--- src/rtl/hsv_pwm_fader.sv ---
// HSV colour-wheel fader: hue walks six sectors with a linear ramp per sector,
// and each RGB channel is driven by a period-latched PWM.
module hsv_pwm_fader #(
   parameter int CLK_HZ     = 12_000_000,
   parameter int CYCLE_MS   = 1000,
   parameter int PWM_BITS   = 8,
   parameter bit ACTIVE_LOW = 1'b1
) (
   input  logic                clk,
   input  logic                rst,
   input  logic                en,
   output logic                RGB_R,
   output logic                RGB_G,
   output logic                RGB_B,
   output logic [2:0]          sector,
   output logic [PWM_BITS-1:0] level,
   output logic                cycle_done
);

   localparam longint CLOCKS_PER_REV = longint'(CLK_HZ) * longint'(CYCLE_MS) / 64'sd1000;
   localparam longint STEP_TICKS_L   = CLOCKS_PER_REV / (64'sd6 << PWM_BITS);
   localparam int     STEP_TICKS     = int'(STEP_TICKS_L);
   localparam int     TICK_W         = (STEP_TICKS > 1) ? $clog2(STEP_TICKS) : 1;

   localparam logic [TICK_W-1:0]   TICK_LAST = TICK_W'(STEP_TICKS - 1);
   localparam logic [PWM_BITS-1:0] MAX       = {PWM_BITS{1'b1}};
   localparam logic [PWM_BITS-1:0] PWM_LAST  = MAX - PWM_BITS'(1);
   localparam logic [PWM_BITS-1:0] ZERO      = {PWM_BITS{1'b0}};

   generate
      if (STEP_TICKS < 1) begin : g_bad_step
         $error("hsv_pwm_fader: STEP_TICKS must be at least 1");
      end
   endgenerate

   typedef enum logic [2:0] {
      SEC_RED = 3'd0,
      SEC_YEL = 3'd1,
      SEC_GRN = 3'd2,
      SEC_CYN = 3'd3,
      SEC_BLU = 3'd4,
      SEC_MAG = 3'd5
   } sector_t;

   sector_t             state_r;
   sector_t             state_next_s;
   sector_t             succ_s;
   logic [PWM_BITS-1:0] level_r;
   logic [PWM_BITS-1:0] level_next_s;
   logic [TICK_W-1:0]   tick_r;
   logic [PWM_BITS-1:0] pwm_r;
   logic [PWM_BITS-1:0] duty_r_r;
   logic [PWM_BITS-1:0] duty_g_r;
   logic [PWM_BITS-1:0] duty_b_r;
   logic [PWM_BITS-1:0] tgt_r_s;
   logic [PWM_BITS-1:0] tgt_g_s;
   logic [PWM_BITS-1:0] tgt_b_s;
   logic                step_s;
   logic                illegal_s;
   logic                wrap_s;
   logic                cycle_done_r;
   logic                pin_r_r;
   logic                pin_g_r;
   logic                pin_b_r;

   assign step_s = en && (tick_r == TICK_LAST);

   // Sector successor, channel targets and ramp advance for the current state.
   always_comb begin
      state_next_s = state_r;
      level_next_s = level_r;
      succ_s       = SEC_RED;
      illegal_s    = 1'b0;
      wrap_s       = 1'b0;
      tgt_r_s      = ZERO;
      tgt_g_s      = ZERO;
      tgt_b_s      = ZERO;
      case (state_r)
         SEC_RED: begin succ_s = SEC_YEL; tgt_r_s = MAX;           tgt_g_s = level_r;       end
         SEC_YEL: begin succ_s = SEC_GRN; tgt_r_s = MAX - level_r; tgt_g_s = MAX;           end
         SEC_GRN: begin succ_s = SEC_CYN; tgt_g_s = MAX;           tgt_b_s = level_r;       end
         SEC_CYN: begin succ_s = SEC_BLU; tgt_g_s = MAX - level_r; tgt_b_s = MAX;           end
         SEC_BLU: begin succ_s = SEC_MAG; tgt_r_s = level_r;       tgt_b_s = MAX;           end
         SEC_MAG: begin succ_s = SEC_RED; tgt_r_s = MAX;           tgt_b_s = MAX - level_r; end
         default: begin illegal_s = 1'b1; end
      endcase
      // Corrupted sector encodings recover to the start of the wheel.
      if (illegal_s) begin
         state_next_s = SEC_RED;
         level_next_s = ZERO;
      end else if (step_s) begin
         if (level_r == MAX) begin
            level_next_s = ZERO;
            state_next_s = succ_s;
            wrap_s       = (state_r == SEC_MAG);
         end else begin
            level_next_s = level_r + PWM_BITS'(1);
         end
      end else begin
         state_next_s = state_r;
         level_next_s = level_r;
      end
   end

   // Sector state, ramp level, step timer and wrap pulse.
   always_ff @(posedge clk) begin
      if (rst) begin
         state_r      <= SEC_RED;
         level_r      <= ZERO;
         tick_r       <= {TICK_W{1'b0}};
         cycle_done_r <= 1'b0;
      end else begin
         state_r      <= state_next_s;
         level_r      <= level_next_s;
         cycle_done_r <= wrap_s;
         if (en) begin
            tick_r <= (tick_r == TICK_LAST) ? {TICK_W{1'b0}} : tick_r + TICK_W'(1);
         end else begin
            tick_r <= tick_r;
         end
      end
   end

   // PWM period counter, period-start duty latch and registered pins.
   always_ff @(posedge clk) begin
      if (rst) begin
         pwm_r    <= ZERO;
         duty_r_r <= ZERO;
         duty_g_r <= ZERO;
         duty_b_r <= ZERO;
         pin_r_r  <= ACTIVE_LOW;
         pin_g_r  <= ACTIVE_LOW;
         pin_b_r  <= ACTIVE_LOW;
      end else begin
         pwm_r   <= (pwm_r == PWM_LAST) ? ZERO : pwm_r + PWM_BITS'(1);
         pin_r_r <= (pwm_r < duty_r_r) ^ ACTIVE_LOW;
         pin_g_r <= (pwm_r < duty_g_r) ^ ACTIVE_LOW;
         pin_b_r <= (pwm_r < duty_b_r) ^ ACTIVE_LOW;
         if (pwm_r == ZERO) begin
            duty_r_r <= tgt_r_s;
            duty_g_r <= tgt_g_s;
            duty_b_r <= tgt_b_s;
         end else begin
            duty_r_r <= duty_r_r;
            duty_g_r <= duty_g_r;
            duty_b_r <= duty_b_r;
         end
      end
   end

   assign sector     = state_r;
   assign level      = level_r;
   assign cycle_done = cycle_done_r;
   assign RGB_R      = pin_r_r;
   assign RGB_G      = pin_g_r;
   assign RGB_B      = pin_b_r;

endmodule

--- config.mk ---
export PLATFORM = sky130hd
export DESIGN_NAME = hsv_pwm_fader
export DESIGN_NICKNAME = d
export VERILOG_FILES = /design/src/rtl/hsv_pwm_fader.sv
export SDC_FILE = /design/constraint.sdc
export NUM_CORES = 1
export LEC_CHECK = 0
export BUFFER_PORTS_ARGS = -buffer_cell sky130_fd_sc_hd__buf_4
export CORE_MARGIN = 2
export CORE_UTILIZATION = 30
export CTS_BUF_LIST = sky130_fd_sc_hd__clkbuf_4 sky130_fd_sc_hd__clkbuf_8
export CTS_CLUSTER_DIAMETER = 30
export DETAILED_ROUTE_END_ITERATION = 12
export PLACE_DENSITY = 0.51
export SYNTH_ARGS = -nofsm -noshare
export SYNTH_HDL_FRONTEND = slang
export SYNTH_SLANG_ARGS = --single-unit
--- constraint.sdc ---
create_clock -name clk -period 1.6 [get_ports clk]
set_input_delay 0.16 -clock clk [delete_from_list [all_inputs] [get_ports clk]]
set_output_delay 0.16 -clock clk [all_outputs]
set_load 0.1 [all_outputs]
==> qor.csv, run 1 <==
stage;metric;value;unit
setup_path;arrival;1.94;ns
clock_tree;cts_htree_levels;3;
cells_and_area;drive_above_1_share;29.5;%
hold_path;hold_end;tick_r[1];
setup_path;cp-end-kind;flop;
sta;finalSetupViolations;29;
hold_path;worstHoldStart;en;
cells_and_area;final_util;40.7;%
clock_tree;tritoncts;built;
sta;rsz0062_at_grt;yes;
placement;place_congestion;0.774;
sta;post-route-period-util;106;%
logic_synthesis;synthCells;423;
run;maxCapViolCount;0;
grt;grt_pass1_vias;2986;
cells_and_area;diodes;0;
floorplanning;die_x;110;um
floorplanning;die_h;110;um
logic_synthesis;yosys-top-cells-count;dfxtp_1 (60), nor2_1 (44), a21oi_1 (42);
cells_and_area;fillerInstances;1119;
clock_tree;clock-root-buffer;clkbuf_8;
sta;drv_slew;0;
setup_path;rr_endpoint;tick_r[10];
grt;grt.total_usage;15.9;%
logic_synthesis;netlist_top_cells_area;dfxtp_1 (35%), ha_1 (9.6%), a21oi_1 (6.2%);
floorplanning;io_pins;18;
setup_path;cp_slowest_cell;dfxtp_2;
power_and_ir_drop;combPwrFrac;17.7;%
route;final_antenna_net_count;0;
cells_and_area;final_nets;495;
floorplanning;start_util;31.0;%
grt;gr-total-overflow;0;
power_and_ir_drop;switching_share;28.8;%
logic_synthesis;yosysWarnings;0;
clock_tree;cts_sinks;60;
hold_path;hold_path_depth;4;
logic_synthesis;async_reset_ff_share;0;%
setup_path;reg2reg_depth;8;
clock_tree;clkTransAtPathRegs;0.08;ns
power_and_ir_drop;p_per_area;815;nW/um^2
logic_synthesis;ys_seq_area_share;35.4;%
setup_path;rrSetupSlack;-0.09;ns
clock_tree;clockBufferDepth;2;
route;viasPerCell;5.05;
sta;min_period;1.69;ns
logic_synthesis;synth_top_area_share;35.4;%
route;drc;0;
route;drt-initial-drc-count;165;
logic_synthesis;synth-seq-cells;60;
setup_path;critical_path_class;reg -> reg;
cells_and_area;area_growth;31.4;%
setup_path;timing.rr.start;tick_r[0];
route;wirelength;9170;um
logic_synthesis;synth.distinct_cells;39;
outcome;status;finished, violations left;
power_and_ir_drop;p_int;2.59;mW
power_and_ir_drop;leakagePower;1.76;nW
setup_path;cp_cell_sequence;ha_4 > and4b_2 > nand4_4 > buf_6 > buf_6 > or2b_4 > clkbuf_16 > nor2_1;
setup_path;cp-start-kind;flop;
power_and_ir_drop;power;3.63;mW
clock_tree;hold_buffers;0;
grt;grt_pass1_wl;14800;um
logic_synthesis;postSynthAreaPerCell;8.01;um^2
logic_synthesis;synth_edf_count;0;
logic_synthesis;synth_ff_type;dfxtp_1;
placement;hpwl;6100;um
route;post_drt_wl_per_cell;15.0;um
clock_tree;numCtsBuffers;9;
logic_synthesis;yosys.area.top_type;dfxtp_1;
power_and_ir_drop;seqPwrFrac;43.5;%
sta;fmax;592;MHz
floorplanning;die_area;12200;um^2
route;vias;3083;
power_and_ir_drop;clockPowerShare;38.9;%
setup_path;cp_common_cell;buf_6;
hold_path;holdCritPathClass;in -> reg;
clock_tree;clk_latency;0.35;ns
power_and_ir_drop;p_sw;1.04;mW
setup_path;cp_max_fo;7;
sta;finClkSkew;0.0112;ns
setup_path;crit_required;1.85;ns
grt;grt_max_degree;36;
logic_synthesis;yosysMostFrequentCell;dfxtp_1;
floorplanning;core;10900;um^2
sta;fin_tns_setup;-1.68;ns
power_and_ir_drop;max-vdd-ir-drop;314;uV
grt;antenna_found_initial;0;
sta;max_slew_margin;70.8;%
sta;layout_setup_ws;-0.0897;ns
setup_path;slowest_delay;0.36;ns
floorplanning;rows;38;
logic_synthesis;synth_area;3390;um^2
outcome;violations;negative setup slack;
route;dr.pass1.iters;4;
placement;io_buffers;17;
sta;final_hold_viol_count;0;
logic_synthesis;syn_nets;452;
sta;worst_pin_slew;0.438;ns
[power by group through the flow]
| stage | sequential, mW | clock (mW) | combinational, mW |
|---|---|---|---|
| 2_1_floorplan | 1.69 | 0 | 0.291 |
| 3_3_place_gp | 1.61 | 0 | 0.518 |
| 3_5_place_dp | 1.61 | 0 | 0.528 |
| 4_1_cts | 1.58 | 1.46 | 0.581 |
| 5_1_grt | 1.59 | 1.51 | 0.700 |
| 6_report | 1.58 | 1.41 | 0.642 |
[registers in the layout, summed over array words and instances (netlist names)]
signal,cells
RGB_G,1
sector,3
RGB_B,1
duty_b_r,8
duty_g_r,8
pwm_r,8
cycle_done,1
tick_r,13
level,8
RGB_R,1
duty_r_r,8
[what timing repair did]
item                                    in CTS  in global routing
setup buffers                                3                  0
pin swaps                                   17                 31
endpoints found under the setup margin      22                 47
gates resized for setup                     17                 37
cloned                                       2                  1
[how the worst max path moves through the flow]
stage,from,to,slack [ns],cells past startpoint
4_1_cts,pwm_r[4],duty_g_r[7],-0.11,5
6_report,tick_r[0],tick_r[10],-0.09,8
3_5_place_dp,tick_r[0],level[6],-0.13,6
3_3_place_gp,tick_r[0],level[4],-0.12,6
5_1_grt,tick_r[0],tick_r[10],-0.16,8
2_1_floorplan,level[1],sector[1],-0.05,4
[final cells by class]
class | count | area (um^2) | area share [%]
Clock inverter | 6 | 63.8 | 1.43
Multi-Input combinational cell | 302 | 2170 | 48.7
Sequential cell | 60 | 1250 | 28.0
Clock buffer | 10 | 138 | 3.09
Tap cell | 140 | 175 | 3.93
Timing Repair Buffer | 65 | 556 | 12.5
Inverter | 28 | 105 | 2.36
[layout by cell type, fill, tap and decap left out, types with 6 or more instances in the layout]
cell and n:
a211oi_1 11, a21oi_1 33, a21oi_2 9, and3_1 12, buf_4 54, buf_6 8
clkbuf_8 10, dfxtp_1 44, dfxtp_4 11, ha_1 24, inv_1 28, mux2i_1 7
nand2_1 37, nand2b_1 7, nand3_1 6, nand4_1 13, nor2_1 41, nor3_1 12
or3_1 7, or4_1 8, xnor2_1 7, xor2_1 10
[cells by family (layout without fill, tap and decap cells)]
logic type | after synthesis | count (layout) | synth area share (%)
fa+ha+maj | 26 | 26 | 9.60
compound gates | 74 | 74 | 13.4
simple gates | 176 | 176 | 27.0
xor+xnor | 17 | 17 | 4.39
buf+inv | 61 | 109 | 7.46
flops | 60 | 60 | 35.4
mux | 9 | 9 | 2.73
[through the flow]
| step | hold WS [ns] | instance area, um^2 | instances | setup WS (ns) |
|---|---|---|---|---|
| after global placement | 0.441 | 3960 | 589 | -0.118 |
| final | 0.214 | 4450 | 611 | -0.0897 |
| after global routing | 0.215 | 4450 | 611 | -0.156 |
| after detailed placement | 0.444 | 3960 | 589 | -0.127 |
| after CTS | 0.207 | 4280 | 610 | -0.110 |
| after floorplan | 0.432 | 3520 | 423 | -0.0478 |
[metal layers]
metal  vias to the layer above  global-route usage (%)  part of all wire (%)
met5                         -                       0                     0
met4                         0                    4.20                   1.2
met3                        14                    4.29                   2.9
met2                        44                    26.6                    49
met1                      1462                    20.2                    47
li1                       1563                       -                     -
[worst max-delay path, delay by kind of cell, from the launching register on]
| family | cells | cell delay [ns] |
|---|---|---|
| DFF | 1 | 0.36 |
| adders and majority gates | 1 | 0.14 |
| and+or+nand+nor | 4 | 0.66 |
| buffers and inverters | 3 | 0.43 |
Power figures use the tool's default switching activity.
==> inputs of run 2 (changes only) <==
--- a/config.mk
+++ b/config.mk
@@ -12,6 +12,7 @@
 export CTS_CLUSTER_DIAMETER = 30
 export DETAILED_ROUTE_END_ITERATION = 12
 export PLACE_DENSITY = 0.51
+export SETUP_SLACK_MARGIN = 0.15
 export SYNTH_ARGS = -nofsm -noshare
 export SYNTH_HDL_FRONTEND = slang
 export SYNTH_SLANG_ARGS = --single-unit
==> constraint.sdc (replaced) <==
create_clock -name clk -period 1.48 [get_ports clk]
set_input_delay 0.148 -clock clk [delete_from_list [all_inputs] [get_ports clk]]
set_output_delay 0.148 -clock clk [all_outputs]
set_load 0.1 [all_outputs]
==> run 2 against run 1 <==
  * The run still ends with negative setup slack left
  * Global-route usage decreased by 0.70 points
  * Sequential share of layout area decreased by 0.66 points
  * Via count down 1.3%
  * Critical endpoint is now level[4]
  * Largest cell class unchanged
  * Highest routed layer unchanged
==> qor.csv, run 2 (synthesized netlist as in run 1, its figures left out) <==
stage;metric;value;unit;change
sta;drv_slew;0;;unchanged
power_and_ir_drop;seqPwrFrac;40.4;%;-3.1 points
setup_path;crit_required;1.76;ns;-0.09 ns
setup_path;path_buf_inv;1;;-2
setup_path;cp_cell_sequence;ha_4 > and4b_2 > nand4_4 > buf_6 > or4_1 > a21oi_1;;
sta;finClkSkew;0.00909;ns;-0.00211 ns
run;maxCapViolCount;0;;unchanged
floorplanning;die_x;110;um;unchanged
clock_tree;clkTransAtPathRegs;0.07;ns;about the same
setup_path;rr_endpoint;level[4];;
cells_and_area;diodes;0;;unchanged
floorplanning;rows;38;;unchanged
setup_path;timing.rr.start;tick_r[1];;
power_and_ir_drop;combPwrFrac;15.4;%;-2.3 points
hold_path;worstHoldStart;en;;
route;drc;0;;unchanged
route;post_drt_wl_per_cell;14.1;um;-5.7%
sta;final_hold_viol_count;0;;unchanged
cells_and_area;final_nets;499;;+0.81%
cells_and_area;regMostFlops;tick_r;;
cells_and_area;stdcell_area;4580;um^2;+2.8%
power_and_ir_drop;leakagePower;1.80;nW;+2.1%
clock_tree;tritoncts;built;;
power_and_ir_drop;p_per_area;919;nW/um^2;+13%
setup_path;cpLargestDelayFamily;simple AND/OR/NAND/NOR gates;;
setup_path;cp-end-kind;flop;;
sta;layout_setup_ws;-0.186;ns;-0.0963 ns
setup_path;cp-start-kind;flop;;
clock_tree;cts_htree_levels;3;;unchanged
floorplanning;core;10900;um^2;unchanged
clock_tree;cts_sinks;60;;unchanged
route;drt-initial-drc-count;139;;-16%
placement;io_buffers;17;;unchanged
cells_and_area;final_common_cell;buf_4;;
placement;dpl-instance-area;4100;um^2;+3.6%
power_and_ir_drop;p_int;3.11;mW;+20%
grt;grt_pass1_vias;2787;;-6.7%
route;viasPerCell;4.95;;-1.9%
power_and_ir_drop;power;4.21;mW;+16%
hold_path;hold_path_depth;4;;unchanged
floorplanning;die_h;110;um;unchanged
floorplanning;die_area;12200;um^2;unchanged
route;dr.pass1.iters;7;;+3
grt;grt.total_usage;15.2;%;-0.70 points
power_and_ir_drop;max-vdd-ir-drop;475;uV;+51%
setup_path;critical_path_class;reg -> reg;;
hold_path;hold_end;tick_r[0];;
sta;post-route-period-util;113;%;+7.0 points
sta;holdWs;0.180;ns;-0.0339 ns
clock_tree;clk_latency;0.36;ns;about the same
cells_and_area;final_util;41.9;%;+1.2 points
outcome;status;finished, violations left;;
sta;fin_tns_setup;-4.57;ns;-2.89 ns
cells_and_area;layout_common_cells;buf_4 (51), dfxtp_1 (42), nor2_1 (42);;
setup_path;slowest_delay;0.40;ns;+0.04 ns
clock_tree;numCtsBuffers;9;;unchanged
cells_and_area;drive_above_1_share;31.4;%;+1.9 points
sta;fmax;600;MHz;+1.4%
floorplanning;io_pins;18;;unchanged
cells_and_area;largest_reg_flops;13;;unchanged
hold_path;holdCritPathClass;in -> reg;;
grt;grt_pass1_wl;14100;um;-4.6%
setup_path;reg2reg_depth;6;;-2
sta;worst_pin_slew;0.427;ns;-0.0119 ns
power_and_ir_drop;clockPowerShare;44.1;%;+5.2 points
cells_and_area;area_growth;35.1;%;
clock_tree;clockBufferDepth;2;;unchanged
placement;dp_slack;-0.194;ns;-0.0674 ns
clock_tree;clock-root-buffer;clkbuf_8;;
grt;antenna_found_initial;0;;unchanged
route;wirelength;8700;um;-5.1%
power_and_ir_drop;switching_share;26.1;%;-2.7 points
sta;max_slew_margin;71.6;%;+0.80 points
setup_path;rrSetupSlack;-0.19;ns;-0.10 ns
floorplanning;start_util;31.0;%;unchanged
grt;gr-total-overflow;0;;unchanged
setup_path;startpoint;tick_r[1];;
setup_path;cp_max_fo;8;;+1
placement;placed_cells;593;;+0.68%
setup_path;arrival;1.95;ns;about the same
route;vias;3044;;-1.3%
power_and_ir_drop;p_sw;1.10;mW;+5.1%
placement;place_congestion;0.753;;-2.6%
placement;hpwl;5940;um;-2.5%
setup_path;cp_slowest_cell;or4_1;;
route;final_antenna_net_count;0;;unchanged
sta;min_period;1.67;ns;-0.0237 ns
sta;rsz0062_at_grt;yes;;
cells_and_area;fillerInstances;1127;;+0.71%
grt;grt_max_degree;36;;unchanged
sta;finalSetupViolations;47;;+62%
outcome;violations;negative setup slack;;
cells_and_area;stdcell_count;615;;+0.65%
[run 2: worst max path at each step]
| stage | slack, ns | to | depth (start not counted) |
|---|---|---|---|
| 2_1_floorplan | -0.16 | level[6] | 6 |
| 3_3_place_gp | -0.17 | sector[1] | 5 |
| 3_5_place_dp | -0.19 | sector[1] | 5 |
| 4_1_cts | -0.17 | level[4] | 6 |
| 5_1_grt | -0.26 | duty_g_r[1] | 5 |
| 6_report | -0.19 | level[4] | 6 |
[run 2: metal layers]
layer / global-route usage [%] / vias to the layer above / wire length (um)
met4: 5.18 / 0 / 95
met5: 0 / - / 0
met1: 19.5 / 1407 / 4130
met3: 3.59 / 10 / 313
met2: 25.0 / 47 / 4160
li1: - / 1580 / -
[run 2: layout make-up]
cell class	instances	area (um^2)	share of cell area, %
multi-input combinational	302	2170	47.5
sequential	60	1250	27.4
timing repair buffer	69	624	13.6
tap	140	175	3.83
clock buffer	10	138	3.01
clock inverter	6	110	2.40
inverter	28	105	2.30
[run 2: power by group through the flow]
stage               Clock (mW)  Sequential (mW)  Combinational, mW
floorplan                    0             1.83              0.360
global placement             0             1.74              0.585
detailed placement           0             1.74              0.594
CTS                       1.92             1.70              0.643
global route              1.98             1.71              0.717
finish                    1.86             1.70              0.649
[run 2: worst register-to-register path, delay by kind of cell (launching register included)]
kind / cells / cell delay (ns)
AND/OR/NAND/NOR: 3 / 0.80
buffers and inverters: 1 / 0.18
flip-flops: 1 / 0.36
AO/OA/AOI/OAI: 1 / 0.13
adder cells (fa/ha/maj): 1 / 0.13
[run 2: repair_timing]
| item | CTS | global route |
|---|---|---|
| pin swaps | 6 | 2 |
| buffers inserted | 2 | 4 |
| resized for setup | 31 | 15 |
| endpoints found under the setup margin | 57 | 64 |
| hold buffers | 0 | 0 |
